<file path="config.mk">
export PLATFORM = sky130hd
export DESIGN_NAME = lcd_hd44780_ctrl
export DESIGN_NICKNAME = d
export VERILOG_FILES = /design/src/rtl/lcd_hd44780_pkg.sv /design/src/rtl/lcd_nibble_tx.sv /design/src/rtl/lcd_hd44780_ctrl.sv
export SDC_FILE = /design/constraint.sdc
export NUM_CORES = 1
export LEC_CHECK = 0
export CORE_MARGIN = 2
export CORE_UTILIZATION = 58
export DETAILED_ROUTE_END_ITERATION = 7
export MAX_ROUTING_LAYER = met4
export PLACE_DENSITY = 0.79
export SYNTH_ARGS = -nofsm -noshare
export SYNTH_HDL_FRONTEND = slang
export SYNTH_SLANG_ARGS = --single-unit
</file>
<file path="constraint.sdc">
create_clock -name clk -period 3.3 [get_ports clk]
set_input_delay 0.33 -clock clk [delete_from_list [all_inputs] [get_ports clk]]
set_output_delay 0.33 -clock clk [all_outputs]
set_load 0.03 [all_outputs]
</file>
<file path="src/rtl/lcd_hd44780_pkg.sv">
`default_nettype none
// ============================================================================
//  Module      : lcd_hd44780_pkg
//  Description : Shared types and constants for the HD44780 4-bit controller:
//                sequencer states, init ROM and long-running opcodes.
//  Revision    : 1.0  initial release
// ============================================================================
package lcd_hd44780_pkg;

  typedef enum logic [2:0] {
    PWR_WAIT = 3'd0,
    INIT     = 3'd1,
    IDLE     = 3'd2,
    XFER     = 3'd3,
    WAIT     = 3'd4
  } lcd_state_t;

  // Full init bytes, index 0 sent first: function set, display on, entry mode, clear
  localparam logic [3:0][7:0] c_init_bytes = {8'h01, 8'h06, 8'h0C, 8'h28};
  // Single-nibble wake-up sequence, index 0 sent first
  localparam logic [3:0][3:0] c_init_nibs  = {4'h2, 4'h3, 4'h3, 4'h3};

  localparam logic [7:0] c_op_clear     = 8'h01;
  localparam logic [7:0] c_op_home      = 8'h02;
  localparam logic [7:0] c_op_home_alt  = 8'h03;

  // Steps 0..3 are single nibbles, 4..7 are full bytes
  localparam logic [2:0] c_last_init_step = 3'd7;

  function automatic logic [7:0] init_item(input logic [2:0] step);
    if (!step[2]) return {4'h0, c_init_nibs[step[1:0]]};
    return c_init_bytes[step[1:0]];
  endfunction

  // Clear and home need the long settle time; only as commands, never as data
  function automatic logic is_long_cmd(input logic rs, input logic [7:0] data);
    return !rs && (data == c_op_clear || data == c_op_home || data == c_op_home_alt);
  endfunction

endpackage
`default_nettype wire

</file>
<file path="src/rtl/lcd_nibble_tx.sv">
`default_nettype none
// ============================================================================
//  Module      : lcd_nibble_tx
//  Description : Drives one nibble onto the LCD bus: SETUP (1 cycle),
//                PULSE (E_CYC cycles, E high), HOLD (1 cycle). done is high
//                during HOLD so the next nibble can start back-to-back.
//  Revision    : 1.0  initial release
// ============================================================================
module lcd_nibble_tx #(
  parameter int E_CYC = 16
) (
  input  logic       clk,
  input  logic       rst_n,
  input  logic       start,
  input  logic [3:0] nib,
  input  logic       rs,
  output logic       done,
  output logic       lcd_e,
  output logic       lcd_rs,
  output logic [3:0] lcd_d
);

  localparam int EW = $clog2(E_CYC) + 1;

  localparam logic [1:0] PH_IDLE  = 2'd0;
  localparam logic [1:0] PH_SETUP = 2'd1;
  localparam logic [1:0] PH_PULSE = 2'd2;
  localparam logic [1:0] PH_HOLD  = 2'd3;

  generate
    if (E_CYC < 1) begin : g_bad_e_cyc
      $error("lcd_nibble_tx: E_CYC must be at least 1");
    end
  endgenerate

  logic [1:0]    r_phase;
  logic [1:0]    w_phase_next;
  logic [EW-1:0] r_e_cnt;
  logic          r_e;
  logic          r_rs;
  logic [3:0]    r_d;

  // Phase register
  always_ff @(posedge clk) begin
    if (!rst_n) r_phase <= PH_IDLE;
    else        r_phase <= w_phase_next;
  end

  // Phase sequencing; a start in HOLD chains straight into the next SETUP
  always_comb begin
    w_phase_next = r_phase;
    case (r_phase)
      PH_IDLE, PH_HOLD: w_phase_next = start ? PH_SETUP : PH_IDLE;
      PH_SETUP:         w_phase_next = PH_PULSE;
      PH_PULSE:         w_phase_next = (r_e_cnt == '0) ? PH_HOLD : PH_PULSE;
      default:          w_phase_next = PH_IDLE;
    endcase
  end

  // Registered bus outputs and the E-width counter
  always_ff @(posedge clk) begin
    if (!rst_n) begin
      r_e     <= 1'b0;
      r_rs    <= 1'b0;
      r_d     <= 4'h0;
      r_e_cnt <= '0;
    end else begin
      r_e <= (w_phase_next == PH_PULSE);
      if (r_phase == PH_SETUP)
        r_e_cnt <= EW'(E_CYC - 1);
      else if (r_phase == PH_PULSE && r_e_cnt != '0)
        r_e_cnt <= r_e_cnt - 1'b1;
      if (w_phase_next == PH_SETUP) begin
        r_d  <= nib;
        r_rs <= rs;
      end
    end
  end

  assign done   = (r_phase == PH_HOLD);
  assign lcd_e  = r_e;
  assign lcd_rs = r_rs;
  assign lcd_d  = r_d;

endmodule
`default_nettype wire

</file>
<file path="src/rtl/lcd_hd44780_ctrl.sv">
`default_nettype none
// ============================================================================
//  Module      : lcd_hd44780_ctrl
//  Description : HD44780 4-bit controller. Runs the power-up init sequence,
//                then writes command/data bytes from a valid/ready port as
//                two nibbles followed by a per-command settle wait.
//  Revision    : 1.0  initial release
// ============================================================================
module lcd_hd44780_ctrl
  import lcd_hd44780_pkg::*;
#(
  parameter int POWERUP_CYC  = 1000000,
  parameter int E_CYC        = 16,
  parameter int INIT_GAP_CYC = 200000,
  parameter int CMD_WAIT_CYC = 2000,
  parameter int CLR_WAIT_CYC = 80000
) (
  input  logic       clk,
  input  logic       rst_n,
  input  logic       in_valid,
  output logic       in_ready,
  input  logic       in_rs,
  input  logic [7:0] in_data,
  output logic       init_done,
  output logic       lcd_rs,
  output logic       lcd_e,
  output logic [3:0] lcd_d
);

  localparam int MAX_A   = (POWERUP_CYC > INIT_GAP_CYC) ? POWERUP_CYC : INIT_GAP_CYC;
  localparam int MAX_B   = (CMD_WAIT_CYC > CLR_WAIT_CYC) ? CMD_WAIT_CYC : CLR_WAIT_CYC;
  localparam int MAX_C   = (MAX_A > MAX_B) ? MAX_A : MAX_B;
  localparam int MAX_CYC = (MAX_C > E_CYC) ? MAX_C : E_CYC;
  localparam int CW      = $clog2(MAX_CYC) + 1;

  localparam logic [CW-1:0] c_pwr_load = CW'(POWERUP_CYC - 1);
  localparam logic [CW-1:0] c_gap_load = CW'(INIT_GAP_CYC - 1);
  localparam logic [CW-1:0] c_cmd_load = CW'(CMD_WAIT_CYC - 1);
  localparam logic [CW-1:0] c_clr_load = CW'(CLR_WAIT_CYC - 1);

  lcd_state_t    r_state;
  lcd_state_t    w_state_next;
  logic [CW-1:0] r_cnt;
  logic [2:0]    r_step;
  logic [7:0]    r_byte;
  logic          r_rs;
  logic          r_lo;
  logic          r_in_ready;
  logic          r_init_done;

  logic          w_cnt_zero;
  logic          w_single;
  logic          w_byte_done;
  logic [2:0]    w_item_idx;
  logic [7:0]    w_item;
  logic [3:0]    w_item_nib;
  logic [CW-1:0] w_wait_val;

  logic          w_tx_start;
  logic [3:0]    w_tx_nib;
  logic          w_tx_rs;
  logic          w_tx_done;
  logic          w_cnt_load;
  logic          w_item_load;
  logic          w_step_inc;
  logic          w_accept;
  logic          w_lo_set;

  assign w_cnt_zero  = (r_cnt == '0);
  // Init steps 0..3 are lone nibbles; everything after is a two-nibble byte
  assign w_single    = !r_init_done && !r_step[2];
  assign w_byte_done = w_tx_done && (r_lo || w_single);
  // In WAIT the next item is fetched; elsewhere the current one
  assign w_item_idx  = (r_state == WAIT) ? r_step + 3'd1 : r_step;
  assign w_item      = init_item(w_item_idx);
  assign w_item_nib  = w_item_idx[2] ? w_item[7:4] : w_item[3:0];
  assign w_wait_val  = w_single                  ? c_gap_load :
                       is_long_cmd(r_rs, r_byte) ? c_clr_load : c_cmd_load;

  // State register
  always_ff @(posedge clk) begin
    if (!rst_n) r_state <= PWR_WAIT;
    else        r_state <= w_state_next;
  end

  // Sequencing between power-up wait, init items, idle, transfers and waits
  always_comb begin
    w_state_next = r_state;
    case (r_state)
      PWR_WAIT: if (w_cnt_zero) w_state_next = INIT;
      INIT:     if (w_byte_done) w_state_next = WAIT;
      XFER:     if (w_byte_done) w_state_next = WAIT;
      WAIT: begin
        if (w_cnt_zero) begin
          if (r_init_done || r_step == c_last_init_step) w_state_next = IDLE;
          else                                           w_state_next = INIT;
        end
      end
      IDLE:     if (in_valid && r_in_ready) w_state_next = XFER;
      default:  w_state_next = PWR_WAIT;
    endcase
  end

  // Nibble launches, counter loads and datapath strobes
  always_comb begin
    w_tx_start  = 1'b0;
    w_tx_nib    = r_byte[3:0];
    w_tx_rs     = r_rs;
    w_cnt_load  = 1'b0;
    w_item_load = 1'b0;
    w_step_inc  = 1'b0;
    w_accept    = 1'b0;
    w_lo_set    = 1'b0;
    case (r_state)
      PWR_WAIT: begin
        if (w_cnt_zero) begin
          w_tx_start  = 1'b1;
          w_tx_nib    = w_item_nib;
          w_tx_rs     = 1'b0;
          w_item_load = 1'b1;
        end
      end
      INIT, XFER: begin
        if (w_byte_done) begin
          w_cnt_load = 1'b1;
        end else if (w_tx_done) begin
          w_tx_start = 1'b1;
          w_lo_set   = 1'b1;
        end
      end
      WAIT: begin
        if (w_cnt_zero && !r_init_done && r_step != c_last_init_step) begin
          w_tx_start  = 1'b1;
          w_tx_nib    = w_item_nib;
          w_tx_rs     = 1'b0;
          w_item_load = 1'b1;
          w_step_inc  = 1'b1;
        end
      end
      IDLE: begin
        if (in_valid && r_in_ready) begin
          w_tx_start = 1'b1;
          w_tx_nib   = in_data[7:4];
          w_tx_rs    = in_rs;
          w_accept   = 1'b1;
        end
      end
      default: ;
    endcase
  end

  // Shared delay counter, byte latch and registered handshake/status outputs
  always_ff @(posedge clk) begin
    if (!rst_n) begin
      r_cnt       <= c_pwr_load;
      r_step      <= 3'd0;
      r_byte      <= 8'h00;
      r_rs        <= 1'b0;
      r_lo        <= 1'b0;
      r_in_ready  <= 1'b0;
      r_init_done <= 1'b0;
    end else begin
      if (w_cnt_load)       r_cnt <= w_wait_val;
      else if (!w_cnt_zero) r_cnt <= r_cnt - 1'b1;
      if (w_step_inc) r_step <= r_step + 3'd1;
      if (w_item_load) begin
        r_byte <= w_item;
        r_rs   <= 1'b0;
        r_lo   <= 1'b0;
      end
      if (w_accept) begin
        r_byte <= in_data;
        r_rs   <= in_rs;
        r_lo   <= 1'b0;
      end
      if (w_lo_set) r_lo <= 1'b1;
      r_in_ready <= (w_state_next == IDLE);
      if (w_state_next == IDLE) r_init_done <= 1'b1;
    end
  end

  assign in_ready  = r_in_ready;
  assign init_done = r_init_done;

  lcd_nibble_tx #(
    .E_CYC (E_CYC)
  ) u_nibble_tx (
    .clk    (clk),
    .rst_n  (rst_n),
    .start  (w_tx_start),
    .nib    (w_tx_nib),
    .rs     (w_tx_rs),
    .done   (w_tx_done),
    .lcd_e  (lcd_e),
    .lcd_rs (lcd_rs),
    .lcd_d  (lcd_d)
  );

endmodule
`default_nettype wire

</file>
==> impl_results.html <==
<table>
<tr><th>Metric</th><th>Value</th></tr>
<tr><th colspan="2">Worst setup path</th></tr>
<tr><td>Type of element launching the critical path</td><td>register</td></tr>
<tr><td>End of the worst register-to-register path</td><td>r_cnt[16]</td></tr>
<tr><td>Worst setup path class</td><td>register to register</td></tr>
<tr><td>Cell count of the worst reg-to-reg path</td><td>7</td></tr>
<tr><td>Data required, critical path</td><td>between 3000 and 4000 ps</td></tr>
<tr><td>Worst setup EP type</td><td>register</td></tr>
<tr><td>Worst path slowest cell</td><td>sky130_fd_sc_hd__or2_1</td></tr>
<tr><td>Endpoint arrival time on the critical path</td><td>2790 ps</td></tr>
<tr><td>Cell family with the largest share of critical-path delay</td><td>simple AND/OR/NAND/NOR gates</td></tr>
<tr><td>CP Max Fanout</td><td>14</td></tr>
<tr><td>Series of cell instances along the critical path</td><td>inv_1 -&gt; ha_1 -&gt; nor4b_2 -&gt; nand4_1 -&gt; or2_1 -&gt; a31oi_1 -&gt; o221ai_1</td></tr>
<tr><td>Worst path bufs/invs</td><td>1</td></tr>
<tr><td>Largest stage delay on the critical path</td><td>approximately 550 ps</td></tr>
<tr><td>Reg-to-Reg Start</td><td>r_cnt[0]</td></tr>
<tr><td>R2R setup slack</td><td>a little under 700 ps</td></tr>
<tr><th colspan="2">Final layout</th></tr>
<tr><td>Final cell area excluding filler cells</td><td>approximately 3000 um2</td></tr>
<tr><td>Share of post-route cells with drive strength above 1</td><td>6.61%</td></tr>
<tr><td>Ant diodes</td><td>0</td></tr>
<tr><td>Area growth, synth to finish</td><td>12.6%</td></tr>
<tr><td>Final Net Count</td><td>between 300 and 400</td></tr>
<tr><td>Top library cells by usage in the layout, fill and taps aside</td><td>sky130_fd_sc_hd__dfxtp_1 (52), sky130_fd_sc_hd__nor2_1 (33), sky130_fd_sc_hd__nand2_1 (23)</td></tr>
<tr><td>Commonest non-fill, non-tap cell in the layout</td><td>sky130_fd_sc_hd__dfxtp_1</td></tr>
<tr><th colspan="2">Logic synthesis</th></tr>
<tr><td>Synth async-reset ratio</td><td>0%</td></tr>
<tr><td>Cell type contributing the most total cell area after synthesis</td><td>sky130_fd_sc_hd__dfxtp_1</td></tr>
<tr><td>Syn Area/Cell</td><td>around 8.6 um2</td></tr>
<tr><td>Post-synth EDFFs</td><td>0</td></tr>
<tr><td>Top cells by area in the synthesized netlist</td><td>sky130_fd_sc_hd__dfxtp_1 (39%), sky130_fd_sc_hd__ha_1 (4.6%), sky130_fd_sc_hd__nor2_1 (4.6%)</td></tr>
<tr><td>Cell variety after synth</td><td>60</td></tr>
<tr><td>Netlist Area Pre-Place</td><td>2700 um2</td></tr>
<tr><td>Synthesis Warnings</td><td>0</td></tr>
<tr><td>Dominant register cell in the synthesized netlist</td><td>sky130_fd_sc_hd__dfxtp_1</td></tr>
<tr><td>Gate count of the mapped netlist</td><td>between 300 and 400</td></tr>
<tr><td>Syn nets</td><td>about 340</td></tr>
<tr><td>Post-synthesis sequential element count</td><td>52</td></tr>
<tr><td>Area share of the largest cell type after synthesis</td><td>roughly two fifths</td></tr>
<tr><td>Part of the Yosys area used for sequential elements</td><td>between 30% and 40%</td></tr>
<tr><th colspan="2">Clocking</th></tr>
<tr><td>CTS clock-pin slew for the worst setup and hold paths</td><td>around 90 ps</td></tr>
<tr><td>CTS Root Cell</td><td>sky130_fd_sc_hd__clkbuf_8</td></tr>
<tr><td>Total clock buffers created by CTS</td><td>5</td></tr>
<tr><td>Max Root-Sink Buffers</td><td>2</td></tr>
<tr><td>Clock sink count</td><td>between 50 and 60</td></tr>
<tr><td>Hold bufs inserted after CTS</td><td>0</td></tr>
<tr><td>Count of instances resized after the clock tree is built</td><td>0</td></tr>
<tr><td>Number of buffers inserted by post-CTS setup repair</td><td>0</td></tr>
<tr><td>Insertion delay to the later sink of the worst-skew pair</td><td>between 300 and 400 ps</td></tr>
<tr><td>Number of H-tree branching levels</td><td>2</td></tr>
<tr><td>CTS tree</td><td>built</td></tr>
<tr><th colspan="2">Run status</th></tr>
<tr><td>Outcome</td><td>finished, final reports clean</td></tr>
<tr><th colspan="2">Route</th></tr>
<tr><td>Vias</td><td>2380</td></tr>
<tr><td>Antenna violation net count after detailed routing</td><td>0</td></tr>
<tr><td>Avg Vias per Cell</td><td>just over 6</td></tr>
<tr><td>Routed wire length</td><td>a little under 6000 um</td></tr>
<tr><td>Count of unresolved DRC violations after routing</td><td>0</td></tr>
<tr><td>Average wire per standard cell</td><td>15.3 um</td></tr>
<tr><td>Iteration-0 DRC Markers</td><td>approximately 220</td></tr>
<tr><td>Number of optimization iterations in the first detailed-route pass</td><td>5</td></tr>
<tr><th colspan="2">STA</th></tr>
<tr><td>Hold violation count in the final report</td><td>0</td></tr>
<tr><td># setup viols final</td><td>0</td></tr>
<tr><td>Fmax</td><td>381 MHz</td></tr>
<tr><td>Min Tclk post-route</td><td>about 2600 ps</td></tr>
<tr><td>RSZ-0062 raised after global routing</td><td>no</td></tr>
<tr><td>Worst slew slack as a fraction of its limit</td><td>about two fifths</td></tr>
<tr><td>Accumulated negative setup slack</td><td>0 ps</td></tr>
<tr><td>Tightest Pin Transition</td><td>slightly below 900 ps</td></tr>
<tr><td>Worst-case clock skew</td><td>8.01 ps</td></tr>
<tr><td>Tcrit/Tclk final</td><td>between 70% and 80%</td></tr>
<tr><td>Final Max Slew Viols</td><td>0</td></tr>
<tr><th colspan="2">Floorplan</th></tr>
<tr><td>Die height</td><td>72.2 um</td></tr>
<tr><td>Site row count</td><td>24</td></tr>
<tr><td>Die Area</td><td>~5200 um2</td></tr>
<tr><td>Die W</td><td>72.2 um</td></tr>
<tr><td>Starting density of the core</td><td>61.1%</td></tr>
<tr><td>Area of the placeable core</td><td>~4400 um2</td></tr>
<tr><td>I/O pin cnt</td><td>20</td></tr>
<tr><th colspan="2">Global route</th></tr>
<tr><td>Pin count of the biggest net entering global routing</td><td>26</td></tr>
<tr><td>Wire length of the first global-routing pass</td><td>slightly above 10000 um</td></tr>
<tr><td>Vias in the first global route</td><td>roughly 2200</td></tr>
<tr><td>Number of antenna violations at the first check in global routing</td><td>0</td></tr>
<tr><td>Total track usage</td><td>approximately a quarter</td></tr>
<tr><td>Overflow left after global routing</td><td>0</td></tr>
<tr><th colspan="2">Worst hold path</th></tr>
<tr><td>Worst hold endpoint</td><td>r_byte[4]</td></tr>
<tr><td>Path category of the worst min-delay check</td><td>register to register</td></tr>
<tr><td>Min-delay src</td><td>r_byte[4]</td></tr>
<tr><td>Worst hold path cell count</td><td>2</td></tr>
<tr><th colspan="2">Power and ir drop</th></tr>
<tr><td>Pleak</td><td>roughly 1.2 nW</td></tr>
<tr><td>P per Cell Area</td><td>between 300 and 400 nW/um2</td></tr>
<tr><td>Maximum vdd drop</td><td>between 200 and 250 uV</td></tr>
<tr><th colspan="2">Placement</th></tr>
<tr><td>Half-perimeter wire length after detailed placement</td><td>~4200 um</td></tr>
<tr><td>Cell Area, Placed</td><td>slightly below 3000 um2</td></tr>
<tr><td>Routability congestion estimate from global placement</td><td>0.851</td></tr>
<tr><td>Number of input and output port buffers inserted</td><td>19</td></tr>
<tr><th colspan="2">Run</th></tr>
<tr><td>Number of max-cap violations</td><td>0</td></tr>
</table>
registers in the layout (all words and copies together), names as in the netlist, 2 cells and up:
signal and count:
u_nibble_tx.r_e_cnt 5, r_state 3, u_nibble_tx.r_phase 2, r_cnt 21, r_step 3, u_nibble_tx.lcd_d 4
r_byte 8
layer usage:
layer	GRT usage, %	routed length (um)	vias up
li1	-	-	1177
met1	35.9	2890	1124
met2	37.2	2630	69
met3	3.89	306	10
met4	6.92	73	0
met5	-	0	-
worst min-delay path: cells and delay by family, from the launching register on:
family | cells | cell delay, ps
and+or+nand+nor | 1 | 50
AOI/OAI and AO/OA | 1 | 50
DFF | 1 | 320
area by class of cell:
type / instances / area [um2]
Clock inverter: 2 / 35.0
Sequential cell: 52 / 1040
Timing Repair Buffer: 24 / 228
Tap cell: 52 / 65.1
Multi-Input combinational cell: 236 / 1550
Inverter: 13 / 48.8
Clock buffer: 6 / 72.6
Fill cell: 362 / 1380
synth_stat cells, types with 4 or more instances:
cell                        n
sky130_fd_sc_hd__nor3_1    12
sky130_fd_sc_hd__nor2_1    33
sky130_fd_sc_hd__ha_1      10
sky130_fd_sc_hd__o211ai_1   8
sky130_fd_sc_hd__xnor2_1    9
sky130_fd_sc_hd__xor2_1     6
sky130_fd_sc_hd__o21ai_1   13
sky130_fd_sc_hd__nor4_1     5
sky130_fd_sc_hd__mux2i_1    7
sky130_fd_sc_hd__a31oi_1    7
sky130_fd_sc_hd__a22oi_1    4
sky130_fd_sc_hd__clkbuf_1  12
sky130_fd_sc_hd__inv_1     13
sky130_fd_sc_hd__o21a_1     5
sky130_fd_sc_hd__nand3b_1   4
sky130_fd_sc_hd__nand2_1   23
sky130_fd_sc_hd__nand3_1    8
sky130_fd_sc_hd__dfxtp_1   52
sky130_fd_sc_hd__a21oi_1   19
sky130_fd_sc_hd__o21ai_0    5
cell families (layout without fill, tap and decap cells):
family                     Yosys count  after routing  synth area share (%)
and+or+nand+nor                    118            118                  23.9
AOI/OAI and AO/OA                   85             85                  20.9
DFF                                 52             52                  38.6
buffers and inverters               27             45                  4.08
xor gates and xnor gates            15             15                  4.87
adders and majority gates           10             10                  4.64
muxes                                8              8                  3.01
power breakdown:
group	internal, W	switching, W
Sequential	0.000630	0.00000301
Clock	0.000225	0.000209
Combinational	0.0000187	0.0000195
through the flow:
stage | power, W | hold slack, ps | worst slack [ps] | utilization [%] | instances
after global placement | 0.000685 | 447 | 836 | 66.4 | 377
after CTS | 0.00111 | 464 | 681 | 68.8 | 385
after detailed placement | 0.000686 | 451 | 673 | 66.4 | 377
final | 0.00111 | 462 | 676 | 68.8 | 385
after global routing | 0.00114 | 484 | 380 | 68.8 | 385
after floorplan | 0.000666 | 436 | 1010 | - | 315
worst max path at each step:
stage	startpoint	cells after the start	slack (ps)	end
after floorplan	r_state[0]	7	1010	r_byte[1]
after global placement	r_cnt[0]	7	840	r_cnt[16]
after detailed placement	r_cnt[0]	7	670	r_cnt[16]
after CTS	r_cnt[0]	7	680	r_cnt[16]
after global routing	r_cnt[0]	7	380	r_cnt[16]
final	r_cnt[0]	7	680	r_cnt[16]
(Power assumes the default switching activity.)
